[src/rtl/ram_sincrona_dp_if.sv]
// Write/read port bundle for ram_sincrona_dp.
// The master side drives requests; the slave side (the RAM) returns data and status.
interface ram_sincrona_dp_if #(
  parameter int ANCHO     = 8,
  parameter int ANCHO_DIR = 8
);
  logic                 we;
  logic [ANCHO_DIR-1:0] dir_e;
  logic [ANCHO-1:0]     dato_e;
  logic                 re;
  logic [ANCHO_DIR-1:0] dir_s;
  logic [ANCHO-1:0]     dato_s;
  logic                 valido_s;
  logic                 ocupado;
  logic                 error_dir;

  modport master (
    output we, dir_e, dato_e, re, dir_s,
    input  dato_s, valido_s, ocupado, error_dir
  );

  modport slave (
    input  we, dir_e, dato_e, re, dir_s,
    output dato_s, valido_s, ocupado, error_dir
  );
endinterface

[src/rtl/ram_sincrona_dp.sv]
// Synchronous RAM with one write port, one read port and a post-reset clear sweep.
// Optional macro RAM_SALIDA_REG_EN adds a second read output stage (latency 2).
module ram_sincrona_dp #(
  parameter int              ANCHO       = 8,
  parameter int              PROFUNDIDAD = 11,
  parameter int              ANCHO_DIR   = 8,
  parameter logic [ANCHO-1:0] VALOR_INIT = '0
) (
  input logic               clk,
  input logic               rst,
  ram_sincrona_dp_if.slave  bus
);

  localparam int unsigned IW = (PROFUNDIDAD > 1) ? $clog2(PROFUNDIDAD) : 1;
  localparam logic [ANCHO_DIR:0]   PROF_L = (ANCHO_DIR+1)'(PROFUNDIDAD);
  localparam logic [ANCHO_DIR-1:0] ULTIMA = ANCHO_DIR'(PROFUNDIDAD - 1);

  typedef enum logic {LIMPIANDO, LISTO} estado_t;

  estado_t              estado, estado_sig;
  logic [ANCHO_DIR-1:0] ptr;
  logic [ANCHO-1:0]     mem [PROFUNDIDAD];

  logic limpiando, fin_limpieza;
  logic dir_e_mala, dir_s_mala, esc_ok, lec_ok;

  logic [ANCHO-1:0] dato_r1;
  logic             valido_r1;
  logic             error_r;

  assign dir_e_mala = ({1'b0, bus.dir_e} >= PROF_L);
  assign dir_s_mala = ({1'b0, bus.dir_s} >= PROF_L);
  assign esc_ok     = !limpiando && bus.we && !dir_e_mala;
  assign lec_ok     = !limpiando && bus.re && !dir_s_mala;

  always_comb begin
    estado_sig   = estado;
    limpiando    = (estado == LIMPIANDO);
    fin_limpieza = 1'b0;
    if (estado == LIMPIANDO && ptr == ULTIMA) begin
      fin_limpieza = 1'b1;
      estado_sig   = LISTO;
    end
  end

  always_ff @(posedge clk) begin
    if (rst) begin
      estado <= LIMPIANDO;
      ptr    <= '0;
    end else begin
      estado <= estado_sig;
      if (limpiando && !fin_limpieza)
        ptr <= ptr + ANCHO_DIR'(1);
    end
  end

  // Memory has no reset: words survive rst until the sweep reaches them.
  always_ff @(posedge clk) begin
    if (!rst) begin
      if (limpiando)
        mem[ptr[IW-1:0]] <= VALOR_INIT;
      else if (esc_ok)
        mem[bus.dir_e[IW-1:0]] <= bus.dato_e;
    end
  end

  // Nonblocking read of mem gives read-first behaviour on same-address collisions.
  always_ff @(posedge clk) begin
    if (rst) begin
      dato_r1   <= '0;
      valido_r1 <= 1'b0;
      error_r   <= 1'b0;
    end else begin
      valido_r1 <= lec_ok;
      if (lec_ok)
        dato_r1 <= mem[bus.dir_s[IW-1:0]];
      error_r <= !limpiando && ((bus.we && dir_e_mala) || (bus.re && dir_s_mala));
    end
  end

`ifdef RAM_SALIDA_REG_EN
  logic [ANCHO-1:0] dato_r2;
  logic             valido_r2;

  always_ff @(posedge clk) begin
    if (rst) begin
      dato_r2   <= '0;
      valido_r2 <= 1'b0;
    end else begin
      dato_r2   <= dato_r1;
      valido_r2 <= valido_r1;
    end
  end

  assign bus.dato_s   = dato_r2;
  assign bus.valido_s = valido_r2;
`else
  assign bus.dato_s   = dato_r1;
  assign bus.valido_s = valido_r1;
`endif

  assign bus.ocupado   = limpiando;
  assign bus.error_dir = error_r;

endmodule
[src/flat_wrapper.sv]
// flat-port wrapper written by rule: the top's interface ports become plain ports
module ram_sincrona_dp_flat 
#(
  parameter int              ANCHO       = 8,
  parameter int              PROFUNDIDAD = 11,
  parameter int              ANCHO_DIR   = 8,
  parameter logic [ANCHO-1:0] VALOR_INIT = '0
)
  (clk, rst, bus_we, bus_dir_e, bus_dato_e, bus_re, bus_dir_s, bus_dato_s, bus_valido_s, bus_ocupado, bus_error_dir);
  ram_sincrona_dp_if #(.ANCHO(ANCHO), .ANCHO_DIR(ANCHO_DIR)) bus_i ();
  input logic clk;
  input logic rst;
  input wire logic [$bits(bus_i.we)-1:0] bus_we;
  input wire logic [$bits(bus_i.dir_e)-1:0] bus_dir_e;
  input wire logic [$bits(bus_i.dato_e)-1:0] bus_dato_e;
  input wire logic [$bits(bus_i.re)-1:0] bus_re;
  input wire logic [$bits(bus_i.dir_s)-1:0] bus_dir_s;
  output wire logic [$bits(bus_i.dato_s)-1:0] bus_dato_s;
  output wire logic [$bits(bus_i.valido_s)-1:0] bus_valido_s;
  output wire logic [$bits(bus_i.ocupado)-1:0] bus_ocupado;
  output wire logic [$bits(bus_i.error_dir)-1:0] bus_error_dir;
  assign bus_i.we = bus_we;
  assign bus_i.dir_e = bus_dir_e;
  assign bus_i.dato_e = bus_dato_e;
  assign bus_i.re = bus_re;
  assign bus_i.dir_s = bus_dir_s;
  assign bus_dato_s = bus_i.dato_s;
  assign bus_valido_s = bus_i.valido_s;
  assign bus_ocupado = bus_i.ocupado;
  assign bus_error_dir = bus_i.error_dir;
  ram_sincrona_dp #(.ANCHO(ANCHO), .PROFUNDIDAD(PROFUNDIDAD), .ANCHO_DIR(ANCHO_DIR), .VALOR_INIT(VALOR_INIT)) u_core (.clk(clk), .rst(rst), .bus(bus_i));
endmodule
[config.mk]
export PLATFORM = sky130hd
export DESIGN_NAME = ram_sincrona_dp_flat
export DESIGN_NICKNAME = d
export VERILOG_FILES = /design/src/rtl/ram_sincrona_dp_if.sv /design/src/rtl/ram_sincrona_dp.sv /design/src/flat_wrapper.sv
export SDC_FILE = /design/constraint.sdc
export NUM_CORES = 1
export LEC_CHECK = 0
export BUFFER_PORTS_ARGS = -buffer_cell sky130_fd_sc_hd__buf_2
export CAP_MARGIN = 20
export CORE_MARGIN = 8
export CORE_UTILIZATION = 55
export DETAILED_ROUTE_END_ITERATION = 10
export GPL_TIMING_DRIVEN = 1
export PLACE_DENSITY = 0.74
export SLEW_MARGIN = 25
export SYNTH_ARGS = -nofsm -noshare
export SYNTH_HDL_FRONTEND = slang
export SYNTH_SLANG_ARGS = --single-unit
[constraint.sdc]
create_clock -name clk -period 3.7 [get_ports clk]
set_clock_uncertainty 0.05 [all_clocks]
set_input_delay 0.37 -clock clk [delete_from_list [all_inputs] [get_ports clk]]
set_output_delay 0.37 -clock clk [all_outputs]
set_load 0.05 [all_outputs]
==> results of run 1 <==
[sequential cells by signal, summed over array words and instances (netlist names)]
| register | count |
|---|---|
| u_core.estado | 1 |
| u_core.ptr | 8 |
| u_core.bus.dato_s | 8 |
| u_core.mem | 88 |
| u_core.bus.error_dir | 1 |
| u_core.bus.valido_s | 1 |
[area by class of cell]
| cell class | count | area [sq um] |
|---|---|---|
| fill | 614 | 3160 |
| sequential | 107 | 3020 |
| inverter | 6 | 22.5 |
| clock inverter | 3 | 20.0 |
| tap | 105 | 131 |
| timing repair buffer | 40 | 205 |
| clock buffer | 13 | 170 |
| multi-input combinational | 147 | 1320 |
[cell usage after synthesis, types with 5 or more instances]
| cell type | n |
|---|---|
| edfxtp_1 | 88 |
| nor2_1 | 25 |
| dfxtp_1 | 19 |
| mux4_2 | 16 |
| mux2_2 | 13 |
| mux2i_1 | 11 |
| nand2_1 | 11 |
| a22o_1 | 8 |
| and2_1 | 8 |
| o21a_1 | 8 |
| inv_1 | 6 |
| nand3_1 | 5 |
| xor2_1 | 5 |
[per-stage QoR]
step                util (%)  setup slack (ns)  cells  total power (W)
CTS                     60.7              1.22    421          0.00213
global placement        58.4             0.945    405          0.00146
detailed placement      58.4             0.860    405          0.00146
floorplan                  -              1.32    274          0.00142
finish                  60.8              1.20    421          0.00212
global route            60.8              1.11    421          0.00219
[power by group]
part           switching [W]  total (W)  internal [W]
Clock               0.000376   0.000683      0.000307
Combinational      0.0000675   0.000118     0.0000509
Sequential        0.00000970    0.00131       0.00130
[cells by family after synthesis]
kind of cell / Yosys count
compound gates: 31
xor+xnor: 6
fa+ha+maj: 2
buf+inv: 20
flops: 107
mux: 44
simple gates: 64
[worst register-to-register path: cells and delay by family, from the launching register on]
family	cells	cell delay (ns)
flip-flops	1	0.53
AO/OA/AOI/OAI	1	0.17
AND/OR/NAND/NOR	2	1.02
buffers and inverters	1	0.21
multiplexers	1	0.13
[cell usage in the layout (no fill, tap or decap), drive strengths merged, types with 2 or more instances in the layout]
cell type	synthesis	final
a21o	2	2
edfxtp	88	88
o21a	8	8
nor2b	4	4
mux2	17	17
nor2	25	25
nand3	5	5
buf	11	40
xor2	5	5
mux4	16	16
a22o	8	8
nand3b	2	2
dfxtp	19	19
ha	2	2
and2	8	8
a31oi	2	2
a21oi	4	4
or4	2	2
mux2i	11	11
a211oi	2	2
inv	6	8
nor4b	2	2
nand2	11	11
clkbuf	3	13
[routing by layer]
layer	global-route usage [%]	vias to the layer above
met5	0	-
li1	-	1119
met1	20.2	1211
met3	4.60	16
met2	25.6	92
met4	6.63	0
[final timing paths]
kind                                       end  slack, ns  depth (start not counted)
min             u_core.bus.valido_s$_SDFF_PP0_       0.32                          3
min reg2reg  u_core.bus.dato_s[4]$_SDFFE_PP0P_       0.44                          1
max                 u_core.mem[8][4]$_DFFE_PP_       1.20                          5
max reg2reg         u_core.mem[8][4]$_DFFE_PP_       1.20                          5
==> results.md, run 1 <==
* Row count at 33
* Total track usage at 16.0%
* Via count at 2438
* Peak supply drop at 0.000235 V
* Ports at 39
* CTS buffer count at 9
* GRT overflow at 0
* CP startpoint: u_core.estado$_SDFFE_PP0P_
* Drt initial violations at 140
* Fin. Hold Viols at 0
* # setup viols final at 0
* Chip width at 106 um
* Yosys warns at 0
* Async S/R FF share, synth at 0%
* Leakage power at 1.87 nW
* Clock Root Buffer: clkbuf_8
* Top-area cell type share of the netlist area at 59.3%
* Vias per std cell at 5.79
* Syn_area_per_cell at 16.3 sq um
* H-Tree Depth at 3
* Layout cell share with drive strength beyond 1 at 28.2%
* Compound-Gate Fraction of Synth Area at 5.70%
* Hold WS at 0.321 ns
* Final WL at 8650 um
* # diodes at 0
* Top cells by area, synth: edfxtp_1, dfxtp_1, mux4_2
* TritonCTS clock tree: yes
* Global-route wire length before repair at 13600 um
* Number of flops mapped to enable cells by yosys at 88
* Relative slew slack at 28.5%
* Outcome: finished clean
* Number of library cell types mapped by synthesis at 42
* Adder-cell share of the synthesized area at 0.561%
* Pre-antenna DRT Iters at 5
* Required @ worst endpoint at 3.63 ns
* Worst Path Buf+Inv at 1
* Vias in the first global route at 2529
* Syn_nets at 304
* Setup TNS at 0 ns
* Synth Area in Simple Gates at 7.30%
* Setup Fix Bufs, Post-CTS at 0
* CTS Hold Bufs at 0
* Pwr Density at 432 nW/um^2
* Routability cong. at 0.824
* Critical Path AT at 2.42 ns
* Clk sinks at 107
* Mux cell area share after synthesis at 14.8%
* Post-CTS Resized at 0
* Metal3 WL at 561 um
* Flops & latches, synth at 107
* HP Start: bus_dir_s[4]
* Minimum clock period at 2.50 ns
* Largest net degree at the start of global routing at 26
* Final std cell area, no fill at 4890 sq um
* Initial Util at 55.4%
* Number of port buffers at 38
* Crit path cell chain: nand3b_1, a211oi_2, buf_4, mux2i_1, nor2_1
* CP Class: reg -> reg
* Biggest area consumer among synthesized cells: edfxtp_1
* Reg clk slew, reported paths at 0.10 ns
* Synth Flop Type: edfxtp_1
* CP Max Fanout at 12
* Fmax at 401 MHz
* Routed wire length per instance at 20.5 um
* Core Area at 8050 sq um
* ANT nets after route at 0
* Die area at 11200 sq um
* RSZ-0062 raised after global routing: false
* Top sig layer: met4
* Largest family of logic cells by synthesized area: multiplexers
* CP top delay family: simple AND/OR/NAND/NOR gates
* Post-synthesis xor/xnor area fraction at 1.18%
* Worst-Skew Late Latency at 0.36 ns
* CP endpoint kind: flop
* Hpwl dp at 5660 um
* Cell count after synthesis at 274
* WL met1 at 3710 um
* Die Y at 106 um
* Area grow syn2layout at 9.74%
* Syn Std Cell Area at 4460 sq um
* Slowest stage cell, crit path: nor2_1
* Fin crit share at 67.5%
* Fin nets at 341
* Worst-margin pin slew at 1.07 ns
* Placed instance area at 4700 sq um
* Initial antenna violation count at 0
* Sequential-to-total area share from yosys stat at 67.8%
* Met2 WL at 4170 um
* Max cap viols at 0
* Hold WC Path Type: in -> reg
* Clock Path Buffers at 2
* R2R Path Start: u_core.estado$_SDFFE_PP0P_
* DRC viols at 0
* CP Launch Type: flop
* Final number of max-transition violations at 0
* CP max stage delay at 0.83 ns
Note: power is estimated with default switching activity, not from simulation.
==> inputs of run 2 (changes only) <==
==> constraint.sdc (replaced) <==
create_clock -name clk -period 2.3 [get_ports clk]
set_clock_uncertainty 0.05 [all_clocks]
set_input_delay 0.23 -clock clk [delete_from_list [all_inputs] [get_ports clk]]
set_output_delay 0.23 -clock clk [all_outputs]
set_load 0.05 [all_outputs]
==> run 2 against run 1 <==
Count of clock-buffer cells in the layout shrank 2; combinational power grew 61%; setup slack lost 1.0 ns; clock power grew 52%; routed wire length shrank 5.8%; highest routed layer unchanged; worst hold slack lost 0.14 ns; register-to-register slack lost 1.0 ns; sequential power grew 61%; utilization grew 0.95 points.
==> results.md, run 2 (same netlist as run 1, synthesis figures left out) <==
* Post-CTS Resized at 0
* Hold WC Path Type: in -> reg
* Logic gate share of total power at 5.7%
* Pre-antenna DRT Iters at 4
* Global-route wire length before repair at 13100 um
* Placed instance area at 4790 sq um
* CP endpoint kind: flop
* FF-to-FF setup slack at 0.18 ns
* Most frequent cells in the layout: edfxtp_1, buf_2, nor2_1, dfxtp_1, mux4_2
* Fin cells at 433
* Required @ worst endpoint at 2.24 ns
* Final number of max-transition violations at 0
* Placed cells at 417
* CP Launch Type: flop
* Outcome: finished clean
* Clock Root Buffer: clkbuf_8
* Relative slew slack at 44.4%
* Pwr Density at 673 nW/um^2
* # setup viols final at 0
* Worst Path Buf+Inv at 1
* Clock Path Buffers at 2
* CP Max Fanout at 8
* CTS Hold Bufs at 0
* Worst-Skew Late Latency at 0.36 ns
* Leakage power at 1.92 nW
* Drt initial violations at 140
* Number of flip-flops under the largest register name at 88
* Peak supply drop at 0.000257 V
* Number of port buffers at 38
* RSZ-0062 raised after global routing: false
* Crit path cell chain: buf_4, nor4b_1, a41oi_1, nor2_1
* Routability cong. at 0.802
* Initial antenna violation count at 0
* Die area at 11200 sq um
* Commonest non-fill, non-tap cell in the layout: edfxtp_1
* Sw frac at 21.9%
* # diodes at 0
* Setup Fix Bufs, Post-CTS at 0
* Minimum clock period at 2.12 ns
* Final WL at 8150 um
* Setup TNS at 0 ns
* Core Area at 8050 sq um
* Slowest stage cell, crit path: nor2_1
* CP max stage delay at 0.67 ns
* Final std cell area, no fill at 4970 sq um
* Fin nets at 353
* Routed wire length per instance at 18.8 um
* H-Tree Depth at 3
* Fin. Hold Viols at 0
* Max cap viols at 0
* Area grow syn2layout at 11.4%
* CP top delay family: simple AND/OR/NAND/NOR gates
* Net Sw Power at 0.000732 W
* Ports at 39
* Fin crit share at 92.3%
* Total track usage at 15.4%
* Fmax at 471 MHz
* Hpwl dp at 5820 um
* Layout cell share with drive strength beyond 1 at 30.5%
* Design Power at 0.00334 W
* Via count at 2399
* Largest net degree at the start of global routing at 26
* Clock network fraction of design power at 31.1%
* Vias in the first global route at 2502
* Chip width at 106 um
* Clk sinks at 107
* Worst-margin pin slew at 0.832 ns
* Hold WS at 0.181 ns
* Fillers at 602
* Reg power frac at 63.2%
* Reg clk slew, reported paths at 0.10 ns
* DRC viols at 0
* Vias per std cell at 5.54
* CP Class: reg -> reg
* Die Y at 106 um
* Initial Util at 55.4%
* CTS buffer count at 9
* Row count at 33
* TritonCTS clock tree: yes
* ANT nets after route at 0
* Critical Path AT at 2.07 ns
* Int Power at 0.00261 W
* GRT overflow at 0
==> run 2: changes by cell type in the layout (fill, tap and decap cells not counted) <==
cell        delta
buf_4         +12
clkbuf_1       -1
clkbuf_16      -1
clkinv_1       +1
clkinv_2       -1
clkinv_4       +2
clkinvlp_4     +1
inv_4          -1
nor2_1         +1
nor2_2         -1
==> run 2: cell type report <==
class                           instances  area, sq um  area share, %
Tap cell                              105          131           2.64
Clock buffer                           11          141           2.84
Timing Repair Buffer                   52          295           5.94
Multi-Input combinational cell        147         1320           26.5
Inverter                                6         22.5          0.453
Sequential cell                       107         3020           60.8
Clock inverter                          5         37.5          0.755
==> run 2: path summary, 6_finish.rpt <==
path,startpoint,depth (start not counted),to
min reg2reg,u_core.bus.dato_s[2]$_SDFFE_PP0P_,1,u_core.bus.dato_s[2]$_SDFFE_PP0P_
max reg2reg,u_core.estado$_SDFFE_PP0P_,4,u_core.mem[9][0]$_DFFE_PP_
max,u_core.estado$_SDFFE_PP0P_,4,u_core.mem[9][0]$_DFFE_PP_
min,bus_we,4,u_core.bus.error_dir$_SDFF_PP0_
==> run 2: worst min-delay path, stage by stage <==
cell and delay (ns):
buf_2 0.11, inv_1 0.05, o22ai_1 0.05, nor3b_1 0.13
==> run 2: power by group through the flow <==
stage	sequential, W	combinational, W	clock, W
after floorplan	0.00215	0.000139	0
after global placement	0.00216	0.000188	0
after detailed placement	0.00216	0.000193	0
after CTS	0.00211	0.000193	0.00106
after global routing	0.00212	0.000209	0.00113
final	0.00211	0.000190	0.00104
==> run 2: stage by stage <==
step                      setup slack (ns)  utilization [%]
after detailed placement            -0.215             59.5
after floorplan                     0.0631                -
after CTS                            0.143             61.7
after global placement              -0.130             59.5
final                                0.178             61.7
after global routing                0.0226             61.7
==> run 2: per-layer routing <==
metal  vias to the layer above  GRT usage, %  share of wire [%]
met3                        13          4.05                4.3
li1                       1148             -                  -
met5                         -             0                  0
met1                      1184          18.5                 43
met4                         0          6.23                1.7
met2                        54          25.8                 51
==> inputs of run 3 (changes only) <==
--- a/config.mk
+++ b/config.mk
@@ -9,6 +9,7 @@
 export CAP_MARGIN = 20
 export CORE_MARGIN = 8
 export CORE_UTILIZATION = 55
+export CTS_BUF_LIST = sky130_fd_sc_hd__clkbuf_4 sky130_fd_sc_hd__clkbuf_8
 export DETAILED_ROUTE_END_ITERATION = 10
 export GPL_TIMING_DRIVEN = 1
 export PLACE_DENSITY = 0.74
==> run 3 against run 2 <==
Combinational power hardly changed; sequential cell count stayed put; global-route usage hardly changed; cell area hardly changed; clock power hardly changed; die area stayed put; register-to-register slack hardly changed; routed wire length is 0.22% higher; critical endpoint unchanged; largest power group unchanged.
==> results.md, run 3 (same netlist as run 1, synthesis figures left out) <==
* Outcome: finished clean
* RSZ-0062 raised after global routing: false
* CP endpoint kind: flop
* Vias in the first global route at 2503
* Chip width at 106 um
* Commonest non-fill, non-tap cell in the layout: edfxtp_1
* Ports at 39
* Required @ worst endpoint at 2.24 ns
* Max cap viols at 0
* TritonCTS clock tree: yes
* Area grow syn2layout at 11.5%
* Initial antenna violation count at 0
* CP Launch Type: flop
* Drt initial violations at 118
* CTS Hold Bufs at 0
* Number of flip-flops under the largest register name at 88
* Peak supply drop at 0.000254 V
* Minimum clock period at 2.12 ns
* Worst-Skew Late Latency at 0.36 ns
* # diodes at 0
* Design Power at 0.00336 W
* Fin nets at 353
* Die area at 11200 sq um
* Pre-antenna DRT Iters at 5
* Clock Root Buffer: clkbuf_8
* Routability cong. at 0.802
* Critical Path AT at 2.06 ns
* Setup Fix Bufs, Post-CTS at 0
* Reg clk slew, reported paths at 0.10 ns
* Worst Path Buf+Inv at 1
* # setup viols final at 0
* Post-CTS Resized at 0
* Hpwl dp at 5820 um
* Global-route wire length before repair at 13100 um
* Crit path cell chain: buf_4, nor4b_1, a41oi_1, nor2_1
* Hold WS at 0.183 ns
* Fin crit share at 92.2%
* Leakage power at 1.92 nW
* Post-layout util at 61.8%
* Area occupied by multi-input gates at 1320 sq um
* Pwr Density at 675 nW/um^2
* Largest net degree at the start of global routing at 26
* Fillers at 600
* Initial Util at 55.4%
* Hold WC Path Type: in -> reg
* Fmax at 472 MHz
* Final number of max-transition violations at 0
* GRT overflow at 0
* Final WL at 8170 um
* Clk sinks at 107
* Total track usage at 15.4%
* CP max stage delay at 0.67 ns
* Vias per std cell at 5.55
* H-Tree Depth at 3
* Worst-margin pin slew at 0.828 ns
* CP Class: reg -> reg
* ANT nets after route at 0
* Via count at 2404
* Relative slew slack at 44.6%
* Row count at 33
* Clock Path Buffers at 2
* Die Y at 106 um
* Most frequent cells in the layout: edfxtp_1, buf_2, nor2_1, dfxtp_1, mux4_2
* Setup TNS at 0 ns
* CP top delay family: simple AND/OR/NAND/NOR gates
* Slowest stage cell, crit path: nor2_1
* Layout cell share with drive strength beyond 1 at 30.8%
* CTS buffer count at 9
* Number of port buffers at 38
* Routed wire length per instance at 18.9 um
* Core Area at 8050 sq um
* FF/Latch Area at 3020 sq um
* DRC viols at 0
* CP Max Fanout at 8
* Fin. Hold Viols at 0
run 3: cell count changes in the layout (fill, tap and decap cells not counted):
cell,previous run,this run
clkbuf_1,1,0
clkbuf_4,0,1
run 3: path summary, 6_finish.rpt:
| path | start | end | slack (ns) | cells after the start |
|---|---|---|---|---|
| max | u_core.estado$_SDFFE_PP0P_ | u_core.mem[9][0]$_DFFE_PP_ | 0.18 | 4 |
| min | bus_we | u_core.bus.error_dir$_SDFF_PP0_ | 0.18 | 4 |
| max reg2reg | u_core.estado$_SDFFE_PP0P_ | u_core.mem[9][0]$_DFFE_PP_ | 0.18 | 4 |
| min reg2reg | u_core.bus.dato_s[2]$_SDFFE_PP0P_ | u_core.bus.dato_s[2]$_SDFFE_PP0P_ | 0.44 | 1 |
run 3: layout make-up:
| cell class | count | share of cell area (%) |
|---|---|---|
| clock buffers | 11 | 2.92 |
| clock inverters | 5 | 0.755 |
| inverters | 6 | 0.453 |
| multi-input cells | 147 | 26.5 |
| flip-flops and latches | 107 | 60.8 |
| well taps | 105 | 2.64 |
| repair buffers | 52 | 5.94 |
run 3: report_power, final:
part | internal, W | switching, W | leakage [nW] | total [W]
Combinational | 0.0000865 | 0.000104 | 0.733 | 0.000190
Clock | 0.000440 | 0.000612 | 0.0910 | 0.00105
Sequential | 0.00210 | 0.0000148 | 1.10 | 0.00211
Total | 0.00263 | 0.000731 | 1.92 | 0.00336
run 3: per-layer routing:
layer / wire (um) / vias to the layer above / track usage, %
met3: 349 / 12 / 4.05
met2: 4150 / 59 / 25.8
met5: 0 / - / 0
met4: 110 / 0 / 6.23
met1: 3560 / 1186 / 18.5
li1: - / 1147 / -
run 3: tightest hold or removal path: stages:
cell and delay, ns:
buf_2 0.11, inv_1 0.05, o22ai_1 0.05, nor3b_1 0.13
run 3: per-stage QoR:
stage                     cell area (sq um)  std cells  setup slack [ns]
after floorplan                        4460        274            0.0631
after CTS                              4970        433             0.143
after global placement                 4790        417            -0.130
final                                  4970        433             0.180
after global routing                   4970        433            0.0226
after detailed placement               4790        417            -0.215
